<file path="config.mk">
export PLATFORM = sky130hd
export DESIGN_NAME = pc_sequencer_flat
export DESIGN_NICKNAME = d
export VERILOG_FILES = /design/src/rtl/pc_sequencer_pkg.sv /design/src/rtl/pc_sequencer_if.sv /design/src/rtl/pc_sequencer_stall_counter.sv /design/src/rtl/pc_sequencer.sv /design/src/flat_wrapper.sv
export SDC_FILE = /design/constraint.sdc
export NUM_CORES = 1
export LEC_CHECK = 0
export CORE_UTILIZATION = 30
export CTS_CLUSTER_DIAMETER = 100
export CTS_CLUSTER_SIZE = 10
export DETAILED_ROUTE_END_ITERATION = 10
export HOLD_SLACK_MARGIN = 0.12
export MAX_ROUTING_LAYER = met4
export RECOVER_POWER = 100
export SLEW_MARGIN = 30
export SYNTH_ARGS = -nofsm -noshare
export SYNTH_HDL_FRONTEND = slang
export SYNTH_SLANG_ARGS = --single-unit
</file>
<file path="constraint.sdc">
create_clock -name clock -period 3.25 [get_ports clock]
set_clock_uncertainty 0.05 [all_clocks]
set_input_delay 0.65 -clock clock [delete_from_list [all_inputs] [get_ports clock]]
set_output_delay 0.65 -clock clock [all_outputs]
set_load 0.005 [all_outputs]
</file>
<file path="src/rtl/pc_sequencer_pkg.sv">
// Shared types for the fetch-stage PC sequencer: word type, FSM states and
// the pending-redirect record.
package pc_sequencer_pkg;

   typedef logic [31:0] vec32_t;

   typedef enum logic [1:0] {
      RUN,
      MEM_WAIT,
      HALTED
   } state_e;

   typedef struct packed {
      logic   valid;
      logic   from_ex;
      vec32_t target;
   } redirect_t;

   function automatic vec32_t word_align(vec32_t addr);
      return {addr[31:2], 2'b00};
   endfunction

endpackage

</file>
<file path="src/rtl/pc_sequencer_if.sv">
// Bundle of fetch handshake, redirect requests and PC-control outputs
// between the pipeline (master) and the PC sequencer (slave).
interface pc_sequencer_if #(
   parameter int unsigned CNT_W = 32
);
   import pc_sequencer_pkg::*;

   logic             imem_req;
   logic             imem_ready;
   logic             load_use_hazard;
   logic             ex_branch_taken;
   vec32_t           ex_branch_target;
   logic             id_jump;
   vec32_t           id_jump_target;
   logic             halt_req;
   logic             pc_stall;
   logic             pc_jump_en;
   vec32_t           pc_jump_target;
   logic             flush_if;
   logic             flush_id;
   logic             halted;
   logic             mem_timeout;
   logic             align_error;
   logic [CNT_W-1:0] stall_cycles;

   modport slave (
      input  imem_ready, load_use_hazard, ex_branch_taken, ex_branch_target,
             id_jump, id_jump_target, halt_req,
      output imem_req, pc_stall, pc_jump_en, pc_jump_target, flush_if,
             flush_id, halted, mem_timeout, align_error, stall_cycles
   );

   modport master (
      output imem_ready, load_use_hazard, ex_branch_taken, ex_branch_target,
             id_jump, id_jump_target, halt_req,
      input  imem_req, pc_stall, pc_jump_en, pc_jump_target, flush_if,
             flush_id, halted, mem_timeout, align_error, stall_cycles
   );

endinterface

</file>
<file path="src/rtl/pc_sequencer_stall_counter.sv">
// Saturating up-counter with synchronous clear; used for stall cycles and
// the fetch timeout.
module stall_counter #(
   parameter int unsigned W = 32
) (
   input  logic         clock,
   input  logic         reset,
   input  logic         clear_i,
   input  logic         inc_i,
   output logic [W-1:0] count_o
);

   logic [W-1:0] count_q;

   always_ff @(posedge clock) begin
      if (reset || clear_i) begin
         count_q <= '0;
      end else if (inc_i && (count_q != '1)) begin
         count_q <= count_q + 1'b1;
      end
   end

   assign count_o = count_q;

endmodule

</file>
<file path="src/rtl/pc_sequencer.sv">
// Fetch-stage PC sequencer: merges stalls, arbitrates redirects (holding one
// across instruction-memory waits), drives flushes, halt and error flags.
module pc_sequencer
   import pc_sequencer_pkg::*;
#(
   parameter int unsigned MEM_TIMEOUT = 255,
   parameter int unsigned CNT_W       = 32
) (
   input  logic          clock,
   input  logic          reset,
   pc_sequencer_if.slave bus
);

   localparam int unsigned   TW     = $clog2(MEM_TIMEOUT + 1);
   localparam logic [TW-1:0] T_LAST = TW'(MEM_TIMEOUT - 1);

   state_e           state_q, state_d;
   redirect_t        pend_q, pend_d, win;
   logic             mem_timeout_q, mem_timeout_d;
   logic             align_error_q, align_error_d;
   logic             is_halted, mem_stall, redirect, jump_en, pc_stall;
   logic             halt_go, tcnt_inc, tcnt_clr;
   logic [TW-1:0]    tcnt;
   logic [CNT_W-1:0] stall_cnt;

   always_comb begin
      is_halted = (state_q == HALTED);
      mem_stall = !is_halted && !bus.imem_ready;

      win = '0;
      if (bus.ex_branch_taken) begin
         win = '{valid: 1'b1, from_ex: 1'b1, target: bus.ex_branch_target};
      end else if (pend_q.valid) begin
         win = pend_q;
      end else if (bus.id_jump && !bus.load_use_hazard) begin
         win = '{valid: 1'b1, from_ex: 1'b0, target: bus.id_jump_target};
      end

      redirect = win.valid && !is_halted;
      jump_en  = redirect && !mem_stall;
      // A redirect that actually loads the PC always releases the stall,
      // including a held redirect landing while ID has a load-use hazard.
      pc_stall = is_halted || mem_stall || (bus.load_use_hazard && !jump_en);
      halt_go  = bus.halt_req && !win.valid && !pc_stall;

      pend_d = pend_q;
      if (redirect) begin
         pend_d = mem_stall ? win : '0;
      end

      align_error_d = align_error_q || (redirect && (win.target[1:0] != 2'b00));
      mem_timeout_d = mem_timeout_q;
      tcnt_inc      = (state_q == MEM_WAIT) && !bus.imem_ready;
      tcnt_clr      = (state_q == MEM_WAIT) && bus.imem_ready;

      state_d = state_q;
      unique case (state_q)
         RUN: begin
            if (mem_stall)    state_d = MEM_WAIT;
            else if (halt_go) state_d = HALTED;
         end
         MEM_WAIT: begin
            if (bus.imem_ready) begin
               state_d = halt_go ? HALTED : RUN;
            end else if (tcnt == T_LAST) begin
               state_d       = HALTED;
               mem_timeout_d = 1'b1;
            end
         end
         HALTED:  state_d = HALTED;
         default: state_d = RUN;
      endcase
   end

   always_ff @(posedge clock) begin
      if (reset) begin
         state_q       <= RUN;
         pend_q        <= '0;
         mem_timeout_q <= 1'b0;
         align_error_q <= 1'b0;
      end else begin
         state_q       <= state_d;
         pend_q        <= pend_d;
         mem_timeout_q <= mem_timeout_d;
         align_error_q <= align_error_d;
      end
   end

   stall_counter #(.W(CNT_W)) u_stall_cnt (
      .clock   (clock),
      .reset   (reset),
      .clear_i (1'b0),
      .inc_i   (pc_stall),
      .count_o (stall_cnt)
   );

   stall_counter #(.W(TW)) u_timeout_cnt (
      .clock   (clock),
      .reset   (reset),
      .clear_i (tcnt_clr),
      .inc_i   (tcnt_inc),
      .count_o (tcnt)
   );

   assign bus.imem_req       = !is_halted;
   assign bus.pc_stall       = pc_stall;
   assign bus.pc_jump_en     = jump_en;
   assign bus.pc_jump_target = word_align(win.target);
   assign bus.flush_if       = redirect;
   assign bus.flush_id       = redirect && win.from_ex;
   assign bus.halted         = is_halted;
   assign bus.mem_timeout    = mem_timeout_q;
   assign bus.align_error    = align_error_q;
   assign bus.stall_cycles   = stall_cnt;

endmodule

</file>
<file path="src/flat_wrapper.sv">
// flat-port wrapper written by rule: the top's interface ports become plain ports
module pc_sequencer_flat import pc_sequencer_pkg::*;
#(
   parameter int unsigned MEM_TIMEOUT = 255,
   parameter int unsigned CNT_W       = 32
)
  (clock, reset, bus_imem_ready, bus_load_use_hazard, bus_ex_branch_taken, bus_ex_branch_target, bus_id_jump, bus_id_jump_target, bus_halt_req, bus_imem_req, bus_pc_stall, bus_pc_jump_en, bus_pc_jump_target, bus_flush_if, bus_flush_id, bus_halted, bus_mem_timeout, bus_align_error, bus_stall_cycles);
  pc_sequencer_if #(.CNT_W(CNT_W)) bus_i ();
  input  logic clock;
  input  logic reset;
  input wire logic [$bits(bus_i.imem_ready)-1:0] bus_imem_ready;
  input wire logic [$bits(bus_i.load_use_hazard)-1:0] bus_load_use_hazard;
  input wire logic [$bits(bus_i.ex_branch_taken)-1:0] bus_ex_branch_taken;
  input wire logic [$bits(bus_i.ex_branch_target)-1:0] bus_ex_branch_target;
  input wire logic [$bits(bus_i.id_jump)-1:0] bus_id_jump;
  input wire logic [$bits(bus_i.id_jump_target)-1:0] bus_id_jump_target;
  input wire logic [$bits(bus_i.halt_req)-1:0] bus_halt_req;
  output wire logic [$bits(bus_i.imem_req)-1:0] bus_imem_req;
  output wire logic [$bits(bus_i.pc_stall)-1:0] bus_pc_stall;
  output wire logic [$bits(bus_i.pc_jump_en)-1:0] bus_pc_jump_en;
  output wire logic [$bits(bus_i.pc_jump_target)-1:0] bus_pc_jump_target;
  output wire logic [$bits(bus_i.flush_if)-1:0] bus_flush_if;
  output wire logic [$bits(bus_i.flush_id)-1:0] bus_flush_id;
  output wire logic [$bits(bus_i.halted)-1:0] bus_halted;
  output wire logic [$bits(bus_i.mem_timeout)-1:0] bus_mem_timeout;
  output wire logic [$bits(bus_i.align_error)-1:0] bus_align_error;
  output wire logic [$bits(bus_i.stall_cycles)-1:0] bus_stall_cycles;
  assign bus_i.imem_ready = bus_imem_ready;
  assign bus_i.load_use_hazard = bus_load_use_hazard;
  assign bus_i.ex_branch_taken = bus_ex_branch_taken;
  assign bus_i.ex_branch_target = bus_ex_branch_target;
  assign bus_i.id_jump = bus_id_jump;
  assign bus_i.id_jump_target = bus_id_jump_target;
  assign bus_i.halt_req = bus_halt_req;
  assign bus_imem_req = bus_i.imem_req;
  assign bus_pc_stall = bus_i.pc_stall;
  assign bus_pc_jump_en = bus_i.pc_jump_en;
  assign bus_pc_jump_target = bus_i.pc_jump_target;
  assign bus_flush_if = bus_i.flush_if;
  assign bus_flush_id = bus_i.flush_id;
  assign bus_halted = bus_i.halted;
  assign bus_mem_timeout = bus_i.mem_timeout;
  assign bus_align_error = bus_i.align_error;
  assign bus_stall_cycles = bus_i.stall_cycles;
  pc_sequencer #(.MEM_TIMEOUT(MEM_TIMEOUT), .CNT_W(CNT_W)) u_core (.clock(clock), .reset(reset), .bus(bus_i));
endmodule
</file>
==> summary.txt <==
Synthesis
  • Top-area cell type share of the netlist area: roughly two fifths
  • Main synth FF type: dfxtp_1
  • Seq/Total Area, Yosys: approximately 40%
  • Number of synthesized flops with an enable pin: 0
  • Async SR Flop Fraction: 0%
  • YS warnings: 0
  • Post-synthesis cell type count: 50
  • Area leader, netlist: dfxtp_1
  • Top post-synthesis cells by area: dfxtp_1 (40%), a22oi_1 (12%), o21ai_0 (6.4%)
  • Register bit total from synthesis: 78
  • Synthesized instance count: 492
  • Mean area per synthesized cell: 7.97 sq um
  • Mapped Area: just under 0.004 sq mm

Die
  • Cell Rows: 41
  • Core Box Area: about 0.013 sq mm
  • IO Pins: ~140
  • Die Area: ~0.014 sq mm
  • Initial Utilization: 31.0%
  • Die X: between 100 and 150 um
  • Die H: 116 um

Global routing
  • Vias in the first global route: 4028
  • Met2 Usage GRT: 29.8%
  • Met1 global-route usage: 23.6%
  • Grt ovf: 0
  • Grt peak-use layer: met2
  • Initial antenna violation count: 0
  • Largest net degree at the start of global routing: 47
  • GR Util met3: between 5 and 6%
  • First-pass GRT wire length: between 15 and 20 mm
  • Gr usage total: between 10% and 20%

Setup path
  • CP Capture Type: output pin
  • Cell Chain, Critical Path: clkdlybuf4s50_1 -> nor3b_4 -> clkbuf_16 -> a22oi_1 -> o21ai_0 -> clkdlybuf4s50_1
  • Arrival time of the worst setup path: roughly 2.5 ns
  • Crit path kind: primary input to output pin
  • CP max stage delay: between 0.5 and 0.6 ns
  • Crit path max fanout: 16
  • CP startpoint kind: primary input
  • WP data required: 2.55 ns
  • Top cell by count, worst path: clkdlybuf4s50_1
  • Slowest cell on the critical path: clkdlybuf4s50_1

Placed design
  • GP Congestion: approximately 0.82
  • Pre-CTS setup slack: about 0.031 ns
  • # port buffers: 140
  • DP Wirelength: approximately 8.6 mm
  • DP Cell Count: 791

Job
  • Max cap viols: 0

Detailed routing
  • Antenna-violating nets left: 0
  • Drt pass-1 iters: 4
  • Via-to-Cell Ratio: ~5.2
  • Initial drt markers: about 220
  • DRC: 0
  • DRT Wirelength: about 12 mm
  • DR vias: roughly 4200
  • DR WL/cell: approximately 15 um

Clock tree
  • Clock tree buffer depth: 2
  • Hold_buf cts: 0
  • Clk Latency, worst-skew pair: ~0.34 ns
  • CTS H-tree lvls: 3
  • CTS root buf: clkbuf_16
  • Cts bufs inserted: 9
  • CTS clk-pin slew, worst paths: 0.06 ns
  • Post-CTS Repair Setup Buffers: 0
  • # resized after CTS: 0
  • Sink Count: 78
  • CTS tree: built

Timing
  • Final worst slack: ~0.038 ns
  • Slew HR: ~50%
  • Tcrit/Tclk final: a little over nine tenths
  • Actual slew at the worst max-slew pin: roughly 0.74 ns
  • F_max: between 300 and 400 MHz
  • Fin. Hold Viols: 0
  • Fin. max-slew vios: 0
  • Finish-stage setup viols: 0
  • Min Tclk post-route: ~3.2 ns

Cells and area
  • N_diodes: 0
  • Commonest non-fill, non-tap cells in the layout: clkdlybuf4s50_1 (103), dfxtp_1 (78), a22oi_1 (65)
  • Layout Nets: about 700
  • Final Non-Filler Cells: 808
  • Share of cells above drive strength 1: 8.96%
  • Layout area overhead: 50.3%
  • Most common cell after layout, fill and taps aside: clkdlybuf4s50_1

Run status
  • Status: complete, no violations

Power and ir drop
  • Leak: ~2.1 nW
  • Power per cell area: a little over 400 mW/mm^2
  • Max rail drop VDD: between 0.15 and 0.2 mV
  • Total power: about 2.4 mW

Hold path
  • Worst Hold Class: flop to flop
[critical path, delay by kind of cell]
| kind | cells | cell delay [ns] |
|---|---|---|
| buf+inv | 3 | 1.27 |
| compound gates | 2 | 0.33 |
| simple gates | 1 | 0.27 |
[state kept, by name, indices dropped and copies added, names as in the netlist]
signal,cells
u_core.pend_q,34
u_core.u_stall_cnt.count_o,32
u_core.u_timeout_cnt.count_o,8
u_core.state_q,2
u_core.bus.align_error,1
u_core.bus.mem_timeout,1
[report_power, final]
group	internal, mW	switching [mW]	total (mW)
Combinational	0.200	0.167	0.368
Sequential	0.981	0.0205	1.00
Clock	0.633	0.404	1.04
Total	1.82	0.592	2.41
[final timing paths]
| kind | depth (start not counted) | to | slack (ns) | startpoint |
|---|---|---|---|---|
| max | 6 | bus_pc_jump_target[23] | 0.04 | bus_load_use_hazard |
| max reg2reg | 6 | u_core.u_stall_cnt.count_o[5] | 0.66 | u_core.u_stall_cnt.count_o[6] |
| min | 2 | u_core.bus.align_error | 0.43 | u_core.bus.align_error |
| min reg2reg | 2 | u_core.bus.align_error | 0.43 | u_core.bus.align_error |
[cell families after synthesis]
family,Yosys count,synth area share [%]
simple gates,186,23.3
compound gates,157,26.4
flops,78,39.8
buf+inv,48,5.14
xor+xnor,16,3.57
fa+ha+maj,3,0.957
mux,3,0.797
other cells,1,0.0956
[cell type report]
cell class / count / area, sq um
Clock buffer: 12 / 256
Clock inverter: 4 / 45.0
Fill cell: 1251 / 6770
Inverter: 11 / 41.3
Multi-Input combinational cell: 367 / 2190
Sequential cell: 78 / 1560
Tap cell: 172 / 215
Timing Repair Buffer: 164 / 1590
[per-stage QoR]
step,area [sq um],hold WS [ns],utilization (%),setup TNS [ns]
6_report,5900,0.428,46.5,0
2_1_floorplan,3930,0.392,-,0
4_1_cts,5880,0.445,46.4,0
3_3_place_gp,5580,0.417,44.0,0
3_5_place_dp,5580,0.436,44.0,0
5_1_grt,5900,0.455,46.5,-0.0180
[Yosys cell counts (7+ instances only)]
| cell type | number |
|---|---|
| nand3_1 | 15 |
| xor2_1 | 8 |
| nand4_1 | 9 |
| or4_1 | 7 |
| xnor2_1 | 8 |
| clkbuf_1 | 30 |
| nor4_1 | 9 |
| a21oi_1 | 22 |
| or3_1 | 15 |
| inv_1 | 11 |
| nand2_1 | 45 |
| dfxtp_1 | 78 |
| nor2_1 | 62 |
| o21ai_0 | 50 |
| a22oi_1 | 65 |
[layer usage]
layer / wire length [um] / share of wire [%] / up-vias
met5: 0 / 0 / -
met4: 269 / 2.2 / 0
met3: 792 / 6.4 / 21
met2: 5730 / 46 / 149
met1: 5650 / 45 / 1961
li1: - / - / 2081
No activity file was read; power rests on OpenSTA's default activity.
